File: src/rtl/gcd_pkg.sv
// Shared types for the GCD engine: FSM encoding, mode constants,
// datapath status flags and the controller-to-datapath command.
package gcd_pkg;

    typedef enum logic [1:0] {
        IDLE  = 2'd0,
        CALC  = 2'd1,
        SHIFT = 2'd2,
        DONE  = 2'd3
    } state_t;

    localparam logic MODE_EUCLID = 1'b0;
    localparam logic MODE_STEIN  = 1'b1;

    // Status returned by the datapath every cycle
    typedef struct packed {
        logic a_zero;
        logic b_zero;
        logic a_eq_b;
        logic a_gt_b;
        logic a_even;
        logic b_even;
    } flags_t;

    // One datapath operation per cycle, chosen by the controller
    typedef enum logic [3:0] {
        OP_HOLD      = 4'd0,
        OP_LOAD      = 4'd1,  // capture operands, clear k
        OP_SUB_A     = 4'd2,  // A <= A - B
        OP_SUB_B     = 4'd3,  // B <= B - A
        OP_HALF_BOTH = 4'd4,  // A >>= 1, B >>= 1, k++
        OP_HALF_A    = 4'd5,  // A >>= 1
        OP_HALF_B    = 4'd6,  // B >>= 1
        OP_SUBH_A    = 4'd7,  // A <= (A - B) >> 1
        OP_SUBH_B    = 4'd8   // B <= (B - A) >> 1
    } dp_op_t;

endpackage

File: src/rtl/gcd_dp.sv
// GCD datapath: A/B/k registers, comparators and the subtract/shift
// network. It executes whatever operation the controller selects and
// reports operand status flags back.
module gcd_dp
    import gcd_pkg::*;
#(
    parameter int WIDTH = 16
) (
    input  logic             clk,
    input  logic             rst,
    input  dp_op_t           op,
    input  logic [WIDTH-1:0] a_in,
    input  logic [WIDTH-1:0] b_in,
    output flags_t           flags,
    output logic [WIDTH-1:0] a_val,
    output logic [WIDTH-1:0] or_val,
    output logic [WIDTH-1:0] shl_val
);

    localparam int K_W = $clog2(WIDTH) + 1;
    localparam logic [K_W-1:0] K_ONE = {{(K_W-1){1'b0}}, 1'b1};

    logic [WIDTH-1:0] a_q;
    logic [WIDTH-1:0] b_q;
    logic [K_W-1:0]   k_q;

    // Operand and common-power-of-two registers
    always_ff @(posedge clk or posedge rst) begin
        if (rst) begin
            a_q <= '0;
            b_q <= '0;
            k_q <= '0;
        end else begin
            case (op)
                OP_LOAD: begin
                    a_q <= a_in;
                    b_q <= b_in;
                    k_q <= '0;
                end
                OP_SUB_A:  a_q <= a_q - b_q;
                OP_SUB_B:  b_q <= b_q - a_q;
                OP_HALF_BOTH: begin
                    a_q <= a_q >> 1;
                    b_q <= b_q >> 1;
                    k_q <= k_q + K_ONE;
                end
                OP_HALF_A: a_q <= a_q >> 1;
                OP_HALF_B: b_q <= b_q >> 1;
                OP_SUBH_A: a_q <= (a_q - b_q) >> 1;
                OP_SUBH_B: b_q <= (b_q - a_q) >> 1;
                default: ;
            endcase
        end
    end

    // Status flags and result candidates
    always_comb begin
        flags.a_zero = (a_q == '0);
        flags.b_zero = (b_q == '0);
        flags.a_eq_b = (a_q == b_q);
        flags.a_gt_b = (a_q > b_q);
        flags.a_even = ~a_q[0];
        flags.b_even = ~b_q[0];
        a_val        = a_q;
        or_val       = a_q | b_q;
        shl_val      = a_q << k_q;
    end

endmodule

File: src/rtl/gcd_engine.sv
// GCD engine top: controller FSM (busy/done, cycle counter, result
// capture) driving the gcd_dp datapath. Euclid subtraction or Stein
// binary algorithm, selected per request.
module gcd_engine
    import gcd_pkg::*;
#(
    parameter int WIDTH = 16,
    parameter int CNT_W = 16
) (
    input  logic             clk,
    input  logic             rst,
    input  logic             start,
    input  logic             mode,
    input  logic [WIDTH-1:0] a_in,
    input  logic [WIDTH-1:0] b_in,
    output logic             busy,
    output logic             done,
    output logic [WIDTH-1:0] result,
    output logic             err,
    output logic [CNT_W-1:0] cycles
);

    localparam logic [CNT_W-1:0] CNT_ONE = {{(CNT_W-1){1'b0}}, 1'b1};

    state_t           state;
    state_t           state_nx;
    logic             mode_q;
    dp_op_t           op;
    flags_t           flags;
    logic [WIDTH-1:0] a_val;
    logic [WIDTH-1:0] or_val;
    logic [WIDTH-1:0] shl_val;
    logic             any_zero;

    assign any_zero = flags.a_zero | flags.b_zero;

    gcd_dp #(.WIDTH(WIDTH)) u_dp (
        .clk     (clk),
        .rst     (rst),
        .op      (op),
        .a_in    (a_in),
        .b_in    (b_in),
        .flags   (flags),
        .a_val   (a_val),
        .or_val  (or_val),
        .shl_val (shl_val)
    );

    // State register
    always_ff @(posedge clk or posedge rst) begin
        if (rst) state <= IDLE;
        else     state <= state_nx;
    end

    // Next-state: zero path wins, then per-mode termination test
    always_comb begin
        state_nx = state;
        case (state)
            IDLE:  if (start) state_nx = CALC;
            CALC: begin
                if (any_zero)
                    state_nx = DONE;
                else if (mode_q == MODE_EUCLID)
                    state_nx = flags.a_eq_b ? DONE : CALC;
                else if (!flags.a_even && !flags.b_even && flags.a_eq_b)
                    state_nx = SHIFT;
            end
            SHIFT: state_nx = DONE;
            DONE:  state_nx = IDLE;
            default: state_nx = IDLE;
        endcase
    end

    // Outputs and datapath command; Stein rules apply in priority order
    always_comb begin
        busy = 1'b0;
        done = 1'b0;
        op   = OP_HOLD;
        case (state)
            IDLE: if (start) op = OP_LOAD;
            CALC: begin
                busy = 1'b1;
                if (!any_zero) begin
                    if (mode_q == MODE_EUCLID) begin
                        if (!flags.a_eq_b)
                            op = flags.a_gt_b ? OP_SUB_A : OP_SUB_B;
                    end else if (flags.a_even && flags.b_even) begin
                        op = OP_HALF_BOTH;
                    end else if (flags.a_even) begin
                        op = OP_HALF_A;
                    end else if (flags.b_even) begin
                        op = OP_HALF_B;
                    end else if (!flags.a_eq_b) begin
                        op = flags.a_gt_b ? OP_SUBH_A : OP_SUBH_B;
                    end
                end
            end
            SHIFT: busy = 1'b1;
            DONE:  done = 1'b1;
            default: ;
        endcase
    end

    // Mode capture, saturating cycle counter and result/err capture;
    // these hold from DONE until the next accepted start
    always_ff @(posedge clk or posedge rst) begin
        if (rst) begin
            mode_q <= MODE_EUCLID;
            cycles <= '0;
            result <= '0;
            err    <= 1'b0;
        end else begin
            case (state)
                IDLE: if (start) begin
                    mode_q <= mode;
                    cycles <= '0;
                    err    <= 1'b0;
                end
                CALC: begin
                    if (cycles != '1) cycles <= cycles + CNT_ONE;
                    if (any_zero) begin
                        result <= or_val;
                        err    <= flags.a_zero & flags.b_zero;
                    end else if (mode_q == MODE_EUCLID && flags.a_eq_b) begin
                        result <= a_val;
                    end
                end
                SHIFT: begin
                    if (cycles != '1) cycles <= cycles + CNT_ONE;
                    result <= shl_val;
                end
                default: ;
            endcase
        end
    end

endmodule

File: config.mk
export PLATFORM = sky130hd
export DESIGN_NAME = gcd_engine
export DESIGN_NICKNAME = d
export VERILOG_FILES = /design/src/rtl/gcd_pkg.sv /design/src/rtl/gcd_dp.sv /design/src/rtl/gcd_engine.sv
export SDC_FILE = /design/constraint.sdc
export NUM_CORES = 1
export LEC_CHECK = 0
export BUFFER_PORTS_ARGS = -buffer_cell sky130_fd_sc_hd__buf_2
export CAP_MARGIN = 10
export CORE_ASPECT_RATIO = 0.7
export CORE_MARGIN = 2
export CORE_UTILIZATION = 28
export DETAILED_ROUTE_END_ITERATION = 8
export PLACE_DENSITY = 0.4
export SETUP_SLACK_MARGIN = 0.4
export SYNTH_ARGS = -nofsm -noshare
export SYNTH_HDL_FRONTEND = slang
export SYNTH_SLANG_ARGS = --single-unit
export TNS_END_PERCENT = 5
File: constraint.sdc
create_clock -name clk -period 8.5 [get_ports clk]
set_clock_uncertainty 0.05 [all_clocks]
set_input_delay 0.425 -clock clk [delete_from_list [all_inputs] [get_ports clk]]
set_output_delay 0.425 -clock clk [all_outputs]
set_load 0.01 [all_outputs]
==> results.ini, run 1 <==
[status]
status = finished clean

[run]
max_cap_violations = 0

[synthesis]
synthDistinctLibCells = 74
synth_edf_count = 0
synth_top_flop_cell = dfrtp_1
synthTopCellsByArea = dfrtp_1 (27%), ha_1 (10%), mux2i_1 (9.6%), nor2_1 (4.2%), o21ai_0 (3.7%)
netlist_instances = 822
ys_seq_area_share_pct = 26.6
yosysWarnings = 0
async_reset_ff_share_pct = 100
syn_area_per_cell_sq_um = 8.36
syn_nets = 915
postSynthRegisterBits = 73
synth_area_leader_cell = dfrtp_1
yosysTopAreaCellShare_pct = 26.6
synthesis.area_sq_um = 6870

[drt]
vias_per_cell = 5.48
num_vias = 6515
drc = 0
drtIter0Drc = 591
wl_per_cell_um = 21.9
ant_nets = 0
drt_pass1_iterations = 7
drt-total-wl_um = 26000

[global_route]
antenna_found_initial = 0
grt_pass1_vias = 6273
grt_pass1_wl_um = 40000
grt_overflow = 0
grt_max_degree = 54
grt_usage_pct = 20.7

[sta]
period_share_pct = 56.0
slew_headroom_pct = 33.2
fin_crit_ns = 4.76
grt_setup_unrepaired = no
tightest_slew_ns = 1.00
setup_violations = 0
slew_viol_final = 0
fmax_ghz = 0.210
whs_ns = 0.0104
timing.setup.tns_ns = 0
hold_violations = 0

[clock_tree]
cts_buffer_depth = 2
cts_tree = built
numCtsBuffers = 9
cts_resized = 0
clock-sinks = 73
htreeDepth = 3
root_buffer = clkbuf_16
clk-insertion-delay-late_ns = 0.36
post_cts_buffers = 0
clk_pin_slew_ns = 0.06
cts_hold_buffers = 0

[critical_path]
worst_ep_arrival_time_ns = 4.93
critical_path.slowest_cell = nor3b_4
crit_required_ns = 8.67
cp-startpoint = u_dp.a_val[12]
slowest_delay_ns = 0.89
r2r_start = u_dp.a_val[12]
endpoint_kind = flop
cp-start-kind = flop
crit_type = flop to flop
worstPathMaxFanout = 18
crit_chain = inv_1 -> ha_1 -> or4_4 -> nor2_1 -> a41oi_1 -> a31oi_1 -> o32a_2 -> nor3b_4 -> buf_4 -> mux2i_1 -> mux2i_1
reg2regPathDepth = 11
cpMostUsedCell = mux2i_1
r2r_setup_slack_ns = 3.74
r2r-end = u_dp.a_val[12]

[final_layout]
final_area_sq_um = 7820
diodes = 0
layout_common_cells = nor2_1 (77), dfrtp_1 (73), buf_2 (70)
layout-drive-gt1-share_pct = 13.8
finish.net_count = 958
final_common_cell = nor2_1
area_growth_pct = 13.8

[floorplan]
pin_count = 71
die_area_sq_um = 25800
core_sq_um = 23900
die_w_um = 191
row_count = 47
die_h_um = 135
start_util_pct = 28.8

[placed_design]
placed_cell_area_sq_um = 7500
hpwl_um = 20000
portBuffers = 70
place_congestion = 0.849

[min_path]
hold_path_class = input pin to async pin

-- how the worst max path moves through the flow --
stage | end | slack [ns] | cells past startpoint
2_1_floorplan | u_dp.a_val[2] | 4.99 | 11
3_3_place_gp | u_dp.a_val[2] | 3.86 | 11
3_5_place_dp | u_dp.a_val[3] | 3.78 | 11
4_1_cts | u_dp.a_val[6] | 3.77 | 11
5_1_grt | u_dp.a_val[4] | 3.41 | 11
6_report | u_dp.a_val[12] | 3.74 | 11
-- kinds of logic (layout without fill, tap and decap cells) --
logic type                 count (synthesis)  after routing  share of synthesized area [%]
and+or+nand+nor                          243            243                           17.3
DFF                                       73             73                           26.6
buffers and inverters                    117            165                           6.96
xor gates and xnor gates                  34             34                           4.33
muxes                                     74             74                           11.1
AOI/OAI and AO/OA                        224            224                           23.1
adders and majority gates                 57             57                           10.6
-- state kept, by name, summed over array words and instances, names as in the netlist, named ones only --
| signal | cells |
|---|---|
| u_dp.k_q | 5 |
| result | 16 |
| mode_q | 1 |
| cycles | 16 |
| u_dp.a_val | 16 |
| state | 1 |
| u_dp.b_q | 16 |
| err | 1 |
-- stage by stage --
stage	cells	utilization (%)	setup slack [ns]
2_1_floorplan	822	-	4.99
3_3_place_gp	1172	31.4	3.86
3_5_place_dp	1172	31.4	3.78
4_1_cts	1188	32.8	3.77
5_1_grt	1188	32.8	3.41
6_report	1188	32.8	3.74
-- synth_stat cells, drive strengths merged (6+ instances only) --
cell     n
o31ai   12
buf     19
nor2b    8
ha      55
nor3    12
a21o     7
clkbuf  31
nand3   18
a211oi  23
or3      6
inv     65
xnor2   27
a221oi  18
a222oi  17
nor4    20
nand2b  10
xor2     7
mux2     6
a31oi    7
a21oi   36
nor2    78
o21ai   52
nand4    6
mux2i   67
o21bai   7
dfrtp   73
nand2   61
-- worst max-delay path: cells and delay by family, from the launching register on --
kind                     cells  cell delay (ns)
AO/OA/AOI/OAI                3             0.89
AND/OR/NAND/NOR              3             1.73
flip-flops                   1             0.48
multiplexers                 2             0.35
adder cells (fa/ha/maj)      1             0.46
buffers and inverters        2             0.64
-- final cells by class --
class | instances | area, sq um
inverter | 67 | 253
clock buffer | 11 | 243
sequential | 73 | 1830
clock inverter | 5 | 78.8
fill | 2608 | 16100
multi-input combinational | 632 | 4580
timing repair buffer | 82 | 440
tap | 318 | 398
-- layer usage --
layer,global-route usage (%),up-vias,wire (um)
met5,0,-,0
met4,3.68,0,172
met3,5.90,10,2090
met2,27.0,238,10000
met1,33.0,3156,13700
li1,-,3111,-
Power of run 1 is left out: the tool's default activity adds up to more than one toggle a clock period on the data nets, which glitch-free logic cannot reach.
==> run 2, diff against run 1 <==
==> constraint.sdc (replaced) <==
create_clock -name clk -period 4.7 [get_ports clk]
set_clock_uncertainty 0.05 [all_clocks]
set_input_delay 0.235 -clock clk [delete_from_list [all_inputs] [get_ports clk]]
set_output_delay 0.235 -clock clk [all_outputs]
set_load 0.01 [all_outputs]
==> results.ini, run 2 (synthesized netlist as in run 1, its figures left out) <==
[status]
status = finished clean  ; unchanged

[clock_tree]
clk_pin_slew_ns = 0.06  ; about the same
root_buffer = clkbuf_16  ; unchanged
numCtsBuffers = 9  ; unchanged
htreeDepth = 3  ; unchanged
cts_tree = built  ; unchanged
clock-sinks = 73  ; unchanged
cts_buffer_depth = 2  ; unchanged
clk-insertion-delay-late_ns = 0.37  ; was 0.36 ns

[global_route]
grt_overflow = 0  ; unchanged
grt_usage_pct = 21.0  ; was 20.7%
antenna_found_initial = 0  ; unchanged
grt_pass1_vias = 6338  ; was 6273
grt_pass1_wl_um = 40400  ; was 40000 um
grt_max_degree = 43  ; was 54

[sta]
timing.setup.tns_ns = 0  ; unchanged
period_share_pct = 88.3  ; was 56.0%
fmax_ghz = 0.241  ; was 0.210 GHz
grt_setup_unrepaired = yes  ; was no
slew_viol_final = 0  ; unchanged
tightest_slew_ns = 1.01  ; was 1.00 ns
hold_violations = 0  ; unchanged
fin_crit_ns = 4.15  ; was 4.76 ns
setup_violations = 0  ; unchanged
slew_headroom_pct = 32.9  ; was 33.2%

[floorplan]
pin_count = 71  ; unchanged
core_sq_um = 23900  ; unchanged
start_util_pct = 28.8  ; unchanged
die_h_um = 135  ; unchanged
die_w_um = 191  ; unchanged
row_count = 47  ; unchanged
die_area_sq_um = 25800  ; unchanged

[critical_path]
crit_family = simple AND/OR/NAND/NOR gates  ; unchanged
cp-start-kind = flop  ; unchanged
worstPathMaxFanout = 14  ; was 18
critical_path.slowest_cell = or3b_1  ; was nor3b_4
worst_ep_arrival_time_ns = 4.34  ; was 4.93 ns
crit_buf_inv = 1  ; was 2
crit_type = flop to flop  ; unchanged
crit_required_ns = 4.89  ; was 8.67 ns
endpoint_kind = flop  ; unchanged
crit_chain = inv_1 -> ha_1 -> or4_4 -> nor2_1 -> a41oi_1 -> a31oi_1 -> o32a_4 -> or3b_1 -> a311o_1  ; was inv_1 -> ha_1 -> or4_4 -> nor2_1 -> a41oi_1 -> a31oi_1 -> o32a_2 -> nor3b_4 -> buf_4 -> mux2i_1 -> mux2i_1
slowest_delay_ns = 0.63  ; was 0.89 ns

[drt]
num_vias = 6708  ; was 6515
drtIter0Drc = 678  ; was 591
drc = 0  ; unchanged
vias_per_cell = 5.52  ; was 5.48
drt_pass1_iterations = 7  ; unchanged
drt-total-wl_um = 26600  ; was 26000 um
wl_per_cell_um = 21.9  ; about the same
ant_nets = 0  ; unchanged

[run]
max_cap_violations = 0  ; unchanged

[final_layout]
area_growth_pct = 17.7  ; was 13.8%
finish.net_count = 985  ; was 958
final_util_pct = 33.9  ; was 32.8%
fin_cells = 1215  ; was 1188
final_common_cell = nor2_1  ; unchanged
diodes = 0  ; unchanged
layout_common_cells = nor2_1 (77), dfrtp_1 (73), buf_2 (70)  ; unchanged
num-fill-cells = 2575  ; was 2608
layout-drive-gt1-share_pct = 16.5  ; was 13.8%

[placed_design]
hpwl_um = 20700  ; was 20000 um
placed_cells = 1196  ; was 1172
place_congestion = 0.908  ; was 0.849
portBuffers = 70  ; unchanged

[min_path]
hold_path_class = input pin to flop  ; was input pin to async pin

[run 2: per-stage QoR]
| stage | instance area (sq um) | hold slack [ns] | setup WS, ns |
|---|---|---|---|
| final | 8090 | 0.0561 | 0.548 |
| after global routing | 8090 | 0.0679 | 0.359 |
| after CTS | 8030 | 0.0435 | 0.464 |
| after detailed placement | 7690 | 0.376 | 0.489 |
| after global placement | 7690 | 0.376 | 0.577 |
| after floorplan | 6870 | 0.335 | 1.19 |
[run 2: path summary, 6_finish.rpt]
check	startpoint	to	slack, ns	cells after the start
worst max-delay path	u_dp.a_val[12]	u_dp.k_q[4]	0.55	9
max in group asynchronous	rst	u_dp.b_q[10]	3.13	4
worst min register to register	result[6]	result[6]	0.42	2
min in group asynchronous	rst	u_dp.a_val[1]	0.49	3
worst max register to register	u_dp.a_val[12]	u_dp.k_q[4]	0.55	9
worst min-delay path	mode	mode_q	0.06	2
[run 2: final cells by class]
| cell class | count | area, sq um | area share [%] |
|---|---|---|---|
| Multi-Input combinational cell | 632 | 4600 | 56.8 |
| Sequential cell | 73 | 1830 | 22.6 |
| Timing Repair Buffer | 109 | 683 | 8.45 |
| Tap cell | 318 | 398 | 4.92 |
| Inverter | 67 | 253 | 3.13 |
| Clock buffer | 10 | 239 | 2.96 |
| Clock inverter | 6 | 90.1 | 1.11 |
[run 2: layer usage]
layer	up-vias	global-route usage (%)	part of all wire (%)
li1	3159	-	-
met1	3256	33.9	53
met2	274	27.1	38
met3	19	5.25	7.7
met4	0	4.27	0.99
met5	-	0	0
[run 2: timing repair]
item / in CTS / in global routing
gates resized for setup: 0 / 2
hold buffers: 1 / 0
buffers inserted: 0 / 2
hold endpoints to repair: 29 / 0
endpoints found under the setup margin: 0 / 33
Power of run 2 is left out for the same reason.
